### config.mk
export PLATFORM = sky130hd
export DESIGN_NAME = inv_mat_vec
export DESIGN_NICKNAME = d
export VERILOG_FILES = /design/src/rtl/inv_mat_vec.sv
export SDC_FILE = /design/constraint.sdc
export NUM_CORES = 2
export LEC_CHECK = 0
export CAP_MARGIN = 20
export CORE_MARGIN = 2
export CORE_UTILIZATION = 31
export CTS_BUF_LIST = sky130_fd_sc_hd__clkbuf_4
export DETAILED_ROUTE_END_ITERATION = 10
export GPL_ROUTABILITY_DRIVEN = 0
export PLACE_DENSITY = 0.46
export RECOVER_POWER = 25
export SYNTH_ARGS = -nofsm -noshare
export SYNTH_HDL_FRONTEND = slang
export SYNTH_SLANG_ARGS = --single-unit
### constraint.sdc
create_clock -name clk -period 16.6 [get_ports clk]
set_clock_uncertainty 0.2 [all_clocks]
set_input_delay 3.32 -clock clk [delete_from_list [all_inputs] [get_ports clk]]
set_output_delay 3.32 -clock clk [all_outputs]
set_load 0.05 [all_outputs]
### src/rtl/inv_mat_vec.sv
// rtl/inv_mat_vec.sv - sequential 3x3 fixed-point matrix times vector, one MAC per cycle
module inv_mat_vec #(
  parameter int W    = 32,
  parameter int FRAC = 16
) (
  input  logic                clk,
  input  logic                rst_n,
  input  logic                start,
  input  logic signed [W-1:0] Inv11,
  input  logic signed [W-1:0] Inv12,
  input  logic signed [W-1:0] Inv13,
  input  logic signed [W-1:0] Inv21,
  input  logic signed [W-1:0] Inv22,
  input  logic signed [W-1:0] Inv23,
  input  logic signed [W-1:0] Inv31,
  input  logic signed [W-1:0] Inv32,
  input  logic signed [W-1:0] Inv33,
  input  logic signed [W-1:0] B1,
  input  logic signed [W-1:0] B2,
  input  logic signed [W-1:0] B3,
  output logic                busy,
  output logic                done,
  output logic signed [W-1:0] X1,
  output logic signed [W-1:0] X2,
  output logic signed [W-1:0] X3,
  output logic                ovf
);

  typedef enum logic [1:0] {
    S_IDLE = 2'd0,
    S_MAC  = 2'd1,
    S_DONE = 2'd2
  } state_t;

  state_t state_q, state_d;

  logic signed [W-1:0]     inv_q [9];
  logic signed [W-1:0]     b_q   [3];
  logic signed [W-1:0]     x_q   [3];
  logic signed [2*W+1:0]   acc_q;
  logic [1:0]              row_q, col_q;
  logic                    ovf_q, done_q;

  logic [3:0]              idx;
  logic signed [2*W-1:0]   op_a, op_b, prod;
  logic signed [2*W+1:0]   acc_sum, rnd_sum, shifted;
  logic signed [2*W+1:0]   max_v, min_v, rnd_v;
  logic signed [W-1:0]     sat_v;
  logic                    sat_hit;
  logic                    last_col;

  // Select the current matrix element, form the full-width product and the rounded, saturated row result
  always_comb begin
    idx     = ({2'b00, row_q} * 4'd3) + {2'b00, col_q};
    op_a    = (2*W)'(inv_q[idx]);
    op_b    = (2*W)'(b_q[col_q]);
    prod    = op_a * op_b;
    acc_sum = acc_q + (2*W+2)'(prod);
    rnd_v   = '0;
    rnd_v[FRAC-1] = 1'b1;
    rnd_sum = acc_sum + rnd_v;
    shifted = rnd_sum >>> FRAC;
    max_v   = '0;
    max_v[W-2:0] = '1;
    min_v   = '1;
    min_v[W-2:0] = '0;
    sat_hit = 1'b0;
    if (shifted > max_v) begin
      sat_v   = {1'b0, {(W-1){1'b1}}};
      sat_hit = 1'b1;
    end else if (shifted < min_v) begin
      sat_v   = {1'b1, {(W-1){1'b0}}};
      sat_hit = 1'b1;
    end else begin
      sat_v   = shifted[W-1:0];
    end
    last_col = (col_q == 2'd2);
  end

  // State register
  always_ff @(posedge clk or negedge rst_n) begin
    if (!rst_n) state_q <= S_IDLE;
    else        state_q <= state_d;
  end

  // Next-state logic; any unused encoding falls back to IDLE
  always_comb begin
    state_d = state_q;
    case (state_q)
      S_IDLE:  if (start) state_d = S_MAC;
      S_MAC:   if (last_col && (row_q == 2'd2)) state_d = S_DONE;
      S_DONE:  state_d = S_IDLE;
      default: state_d = S_IDLE;
    endcase
  end

  // Operand capture, accumulation, row write-back and the done pulse
  always_ff @(posedge clk or negedge rst_n) begin
    if (!rst_n) begin
      for (int i = 0; i < 9; i++) inv_q[i] <= '0;
      for (int i = 0; i < 3; i++) begin
        b_q[i] <= '0;
        x_q[i] <= '0;
      end
      acc_q  <= '0;
      row_q  <= '0;
      col_q  <= '0;
      ovf_q  <= 1'b0;
      done_q <= 1'b0;
    end else begin
      done_q <= 1'b0;
      case (state_q)
        S_IDLE: begin
          if (start) begin
            inv_q[0] <= Inv11; inv_q[1] <= Inv12; inv_q[2] <= Inv13;
            inv_q[3] <= Inv21; inv_q[4] <= Inv22; inv_q[5] <= Inv23;
            inv_q[6] <= Inv31; inv_q[7] <= Inv32; inv_q[8] <= Inv33;
            b_q[0]   <= B1;    b_q[1]   <= B2;    b_q[2]   <= B3;
            acc_q    <= '0;
            ovf_q    <= 1'b0;
            row_q    <= '0;
            col_q    <= '0;
          end
        end
        S_MAC: begin
          if (last_col) begin
            x_q[row_q] <= sat_v;
            if (sat_hit) ovf_q <= 1'b1;
            acc_q <= '0;
            row_q <= row_q + 2'd1;
            col_q <= '0;
          end else begin
            acc_q <= acc_sum;
            col_q <= col_q + 2'd1;
          end
        end
        S_DONE: begin
          done_q <= 1'b1;
          row_q  <= '0;
        end
        default: begin
          row_q <= '0;
          col_q <= '0;
        end
      endcase
    end
  end

  // Status and result outputs
  always_comb begin
    busy = (state_q == S_MAC) || (state_q == S_DONE);
    done = done_q;
    ovf  = ovf_q;
    X1   = x_q[0];
    X2   = x_q[1];
    X3   = x_q[2];
  end

endmodule

# After elaboration in Yosys (flattened, before gate mapping)
# Index checks and enable logic that the tools add are counted.
# totals
mem_bits_ro	0
n_memories	0
ram_bits	0
output_inout_bits	99
inputBits	387
regBits	554
word_cells	87
latch_bits	0
# op_classes
addsub	5
n_shift	0
div	0
n_lt_le_gt_ge	6
bitwise	4
eq_ne	8
multipliers	2
reduce_logical	12
n_mux	29
# ops
cell	count
32-bit two-way mux	7
66-bit two-way mux	2
66-bit case mux with 2 select lines	1
32-bit binary-select mux with 4-bit select	1
96-bit bitwise mux	1
66-bit by 17-bit adder with 66-bit output, second input constant	1
66-bit by 64-bit adder with 66-bit output	1
32-bit binary-select mux with 2-bit select	1
32-bit demux with 2-bit select	1
32-bit by 32-bit multiplier with 64-bit output	1
50-bit by 32-bit > comparator with 1-bit output, second input constant	1
50-bit by 32-bit less-than comparator with 1-bit output, second input constant	1
2-bit AND reduction	6
2-bit two-way mux	5
2-bit inequality test, second input constant	4
2-bit case mux with 2 select lines	2
2-bit equality test, second input constant	3
3-bit >= comparator, second input constant	2
1-bit two-way mux	6
2-bit NOT with 3-bit output	2
2-bit case mux with 3 select lines	1
5-bit >= comparator, second input constant	1
4-bit NOT with 5-bit output	1
2-bit by 1-bit adder with 2-bit output, second input constant	2
other kinds (11)	12

# Depth between registers and ports, before layout
# logic_depth
depth_word	15
depth_mapped	46
depth_no_buf	38

# Least setup slack after synthesis
# No wires, ideal clock.
# synth_path
path_kind	reg-to-reg
startpoint	register row_q[1]
endpoint	register x_q, in the netlist X2[0]
arrival_time_ns	13.012
required_ns	16.259
path_stages_with_launch	41
path_slack_ns	3.247
period_less_slack_ns	13.353
setup_ns	0.141
n_path_buf	6
cell_sequence	dfrtp_1 fa_1 ha_1 fa_1 clkbuf_1 clkbuf_1 mux2i_1 o21ai_0 clkbuf_1 nand2_1 fa_1 fa_1 inv_1 fa_1 inv_1 fa_1 inv_1 fa_1 [5 not listed] ha_1 clkbuf_1 a21oi_1 o21ai_1 a211oi_1 o21ai_0 nor4b_1 nor4_1 xnor2_2 or3b_1 nor4_1 nand4_1 o221a_2 or4_1 o31ai_4 buf_8 buf_12 a211oi_2
# synth_via
elab_chain_len	13
word_cells_on_any_way	20
classes_between	add/sub: 3; mul: 2; order compare: 4; mux: 8; bitwise: 2; reduce/logical: 1
# synth_lines
item	line_no	source
start, declared	41	logic [1:0] row_q, col_q;
start signal, assigned	130	row_q <= row_q + 2'd1;
2-bit by 2-bit multiplier with 4-bit output	54	idx = ({2'b00, row_q} * 4'd3) + {2'b00, col_q};
4-bit by 2-bit adder with 4-bit output	54	
4-bit NOT with 5-bit output (not written as such)	55	op_a = (2*W)'(inv_q[idx]);
32-bit binary-select mux with 4-bit select	55	
32-bit two-way mux (not written as such) (2 in a row)	55	
32-bit by 32-bit multiplier with 64-bit output	57	prod = op_a * op_b;
66-bit by 64-bit adder with 66-bit output	58	acc_sum = acc_q + (2*W+2)'(prod);
66-bit by 17-bit adder with 66-bit output	61	rnd_sum = acc_sum + rnd_v;
50-bit by 32-bit less-than comparator with 1-bit output	71	end else if (shifted < min_v) begin
32-bit two-way mux	71	
32-bit two-way mux	68	if (shifted > max_v) begin
96-bit bitwise mux *	127	x_q[row_q] <= sat_v;
end signal, assigned by index	127	
end, declared	39	logic signed [W-1:0] x_q [3];
# Mark *: on every way between the ends. The rest lies on a longest branch, timed or not. The select of a mux whose other input is x is not followed.
# A chain may end at the register's enable or synchronous reset.

# Final worst setup path
# layout_path
startpoint	register row_q[0]
endpoint	register x_q, in the netlist X2[9]
# Same word-level chain as after synthesis.

==> flow_metrics.py <==
metrics = {
    "timing": {
        "slew-limit-headroom_pct": -438,
        "timing_hold_violations_final": 0,
        "fmax_mhz": 67.5,
        "setup_viol": 0,
        "rsz0062_at_grt": "false",
        "tightest_slew_ns": 8.07,
        "slew_violations": 313,
        "fin_crit_sh_pct": 89.3,
        "fin_crit_ns": 14.82,
        "tns_ns": 0,
    },
    "global_route": {
        "grtUsageMet1_pct": 28.2,
        "antenna_found_initial": 24,
        "grt_overflow_total": 0,
        "track_usage_pct": 22.0,
        "grtUsageMet3_pct": 4.18,
        "grt-busiest-layer": "met2",
        "use_met2_pct": 36.6,
        "grt_pass1_wl_mm": 355,
        "grt_max_degree": 173,
        "grt_pass1_vias": 53607,
    },
    "route": {
        "vias_per_cell": 4.93,
        "dr.pass1.iters": 6,
        "drc": 0,
        "drtIter0Drc": 3201,
        "wl_mm": 238,
        "ant_nets": 0,
        "wl_per_cell_um": 23.8,
        "vias": 49238,
    },
    "setup_path": {
        "cpLargestDelayFamily": "adder cells",
        "path_class": "register to register",
        "r2r_end": "X2[9]",
        "cp_slowest_cell": "fa_1",
        "path_common_cell": "fa_1",
        "start_kind": "register",
        "worst_setup_path_end_kind": "register",
        "worstRegToRegCells": 38,
        "critPathMaxStageDelay_ns": 0.97,
        "worst-r2r-setup-slack_ns": 1.78,
        "crit_fanout": 24,
        "cp.buffers_inverters": 8,
        "critPathArrivalTime_ns": 15.63,
        "rr_startpoint": "row_q[0]",
        "crit_required_ns": 17.41,
    },
    "clocking": {
        "root_buffer": "clkbuf_4",
        "cts_tree": "done",
        "htree_levels": 4,
        "clock_path_buffers": 3,
        "cts_made_buffers": 169,
        "cts_resized": 0,
        "ctsHoldBuffers": 0,
        "clk_pin_slew_worst_paths_ns": 0.07,
        "post_cts_buffers": 0,
        "clk_latency_ns": 1.29,
        "cts.sink_count": 554,
    },
    "floorplan": {
        "initial_core_util_pct": 31.2,
        "die_x_um": 468,
        "core_um2": 214000,
        "num_io_pins": 486,
        "fp-row-count": 170,
        "die_area_um2": 219000,
        "chipHeight_um": 468,
    },
    "yosys": {
        "synthDistinctLibCells": 95,
        "synth_top_cell_area_share_pct": 37.0,
        "synth-seq-area-share_pct": 20.8,
        "yosys-top-cells-count": "inv_1 (1297), fa_1 (1235), nor2_1 (737)",
        "ys.flop_type": "dfrtp_1",
        "syn_avg_cell_area_um2": 10.2,
        "synthArstFlopShare_pct": 100,
        "synth_cells": 6561,
        "synth.most_common_cell": "inv_1",
        "synth_edf_count": 0,
        "yosys_warnings": 0,
        "synth_area_leader_cell": "fa_1",
        "synthTopCellsByArea": "fa_1 (37%), dfrtp_1 (21%), inv_1 (7.3%)",
        "synthesis.nets": 8414,
        "ys_ff_latch": 554,
        "syn_area_um2": 66800,
    },
    "finish": {
        "area_growth_pct": 15.8,
        "seq_area_um2": 13900,
        "multi_input_area_um2": 47000,
        "fin_nets": 8868,
        "fillers": 21752,
        "layout-drive-gt1-share_pct": 14.6,
    },
    "hold_path": {
        "hold_start": "acc_q[29]",
        "hold_class": "register to register",
        "whs_endpoint": "acc_q[29]",
        "whs_path_depth": 2,
    },
    "placement": {
        "portBuffers": 485,
        "dpl.hpwl_mm": 191,
    },
    "outcome": {
        "status": "complete, but fails checks",
        "violations": "capacitance limit, slew limit",
    },
    "flow_run": {
        "maxCapViolations": 4,
    },
}
-- registers in the layout, summed over array words and instances (netlist names), 2 cells and up --
signal	cells
row_q	2
col_q	2
X3	32
inv_q	288
X1	32
b_q	96
acc_q	66
state_q	2
X2	32
-- routing by layer --
layer	vias to the layer above	wire length, um
li1	21276	-
met1	26002	96400
met2	1569	117000
met3	381	14800
met4	10	9840
met5	-	63
-- per-stage QoR --
stage               std cells  cell area (um2)  hold slack, ns  utilization [%]  worst slack, ns
global route             9990            77300           0.313             36.1            0.537
detailed placement       9678            75200           0.271             35.1             2.00
floorplan                6561            66800           0.250                -             3.25
finish                   9993            77300           0.283             36.1             1.78
global placement         9677            75200           0.268             35.1             1.93
CTS                      9970            77300           0.286             36.0             1.94
-- worst max-delay path by stage --
stage,slack (ns),depth (start not counted),end,from
final,1.78,38,X2[9],row_q[0]
after global routing,0.54,2,acc_q[0],rst_n
after CTS,1.94,36,X2[9],row_q[0]
after detailed placement,2.00,36,X2[14],row_q[0]
after global placement,1.93,36,X2[6],row_q[0]
after floorplan,3.25,40,X2[0],row_q[1]
-- tightest hold or removal path, delay by kind of cell, from the launching register on --
family	cells	cell delay (ns)
flip-flops	1	0.34
AND/OR/NAND/NOR	1	0.05
AO/OA/AOI/OAI	1	0.06
-- cell type report --
cell class | count | area share (%)
Antenna cell | 19 | 0.0615
Clock buffer | 247 | 2.40
Clock inverter | 45 | 0.309
Inverter | 1297 | 6.29
Multi-Input combinational cell | 4371 | 60.7
Sequential cell | 554 | 17.9
Tap cell | 2838 | 4.59
Timing Repair Buffer | 622 | 7.70
-- logic make-up (layout without fill, tap and decap cells) --
family / Yosys count / in the layout / synth area share (%)
other: 0 / 19 / 0
adders and majority gates: 1466 / 1466 / 41.3
AOI/OAI and AO/OA: 580 / 580 / 6.61
xor gates and xnor gates: 102 / 102 / 1.37
and+or+nand+nor: 1702 / 1702 / 10.7
muxes: 521 / 521 / 9.73
buffers and inverters: 1636 / 2211 / 9.50
DFF: 554 / 554 / 20.8
-- layout by cell type, fill, tap and decap left out, types with 13 or more instances in the layout --
| cell type | count |
|---|---|
| inv_1 | 1296 |
| fa_1 | 1234 |
| nor2_1 | 735 |
| nand2_1 | 700 |
| dfrtp_1 | 552 |
| clkdlybuf4s50_1 | 483 |
| mux2_2 | 385 |
| clkbuf_4 | 247 |
| ha_1 | 229 |
| buf_4 | 126 |
| a21oi_1 | 90 |
| a211oi_2 | 87 |
| o21ai_0 | 82 |
| mux2i_1 | 71 |
| mux4_2 | 64 |
| xnor2_1 | 60 |
| a21o_1 | 48 |
| o21a_1 | 47 |
| xor2_1 | 39 |
| a22o_1 | 39 |
| nand4_1 | 35 |
| and2_1 | 32 |
| nand2b_1 | 27 |
| clkinv_1 | 27 |
| nor3_1 | 24 |
| o21ai_2 | 23 |
| a211oi_1 | 23 |
| nand3_1 | 23 |
| diode_2 | 19 |
| o21ai_1 | 18 |
| a21oi_2 | 18 |
| nor2b_1 | 17 |
| and4_1 | 16 |
| and3_1 | 14 |
| nor4_1 | 13 |
Power is not shown: default switching activity piles up to over one toggle a cycle in this logic, so the estimate is an artifact.
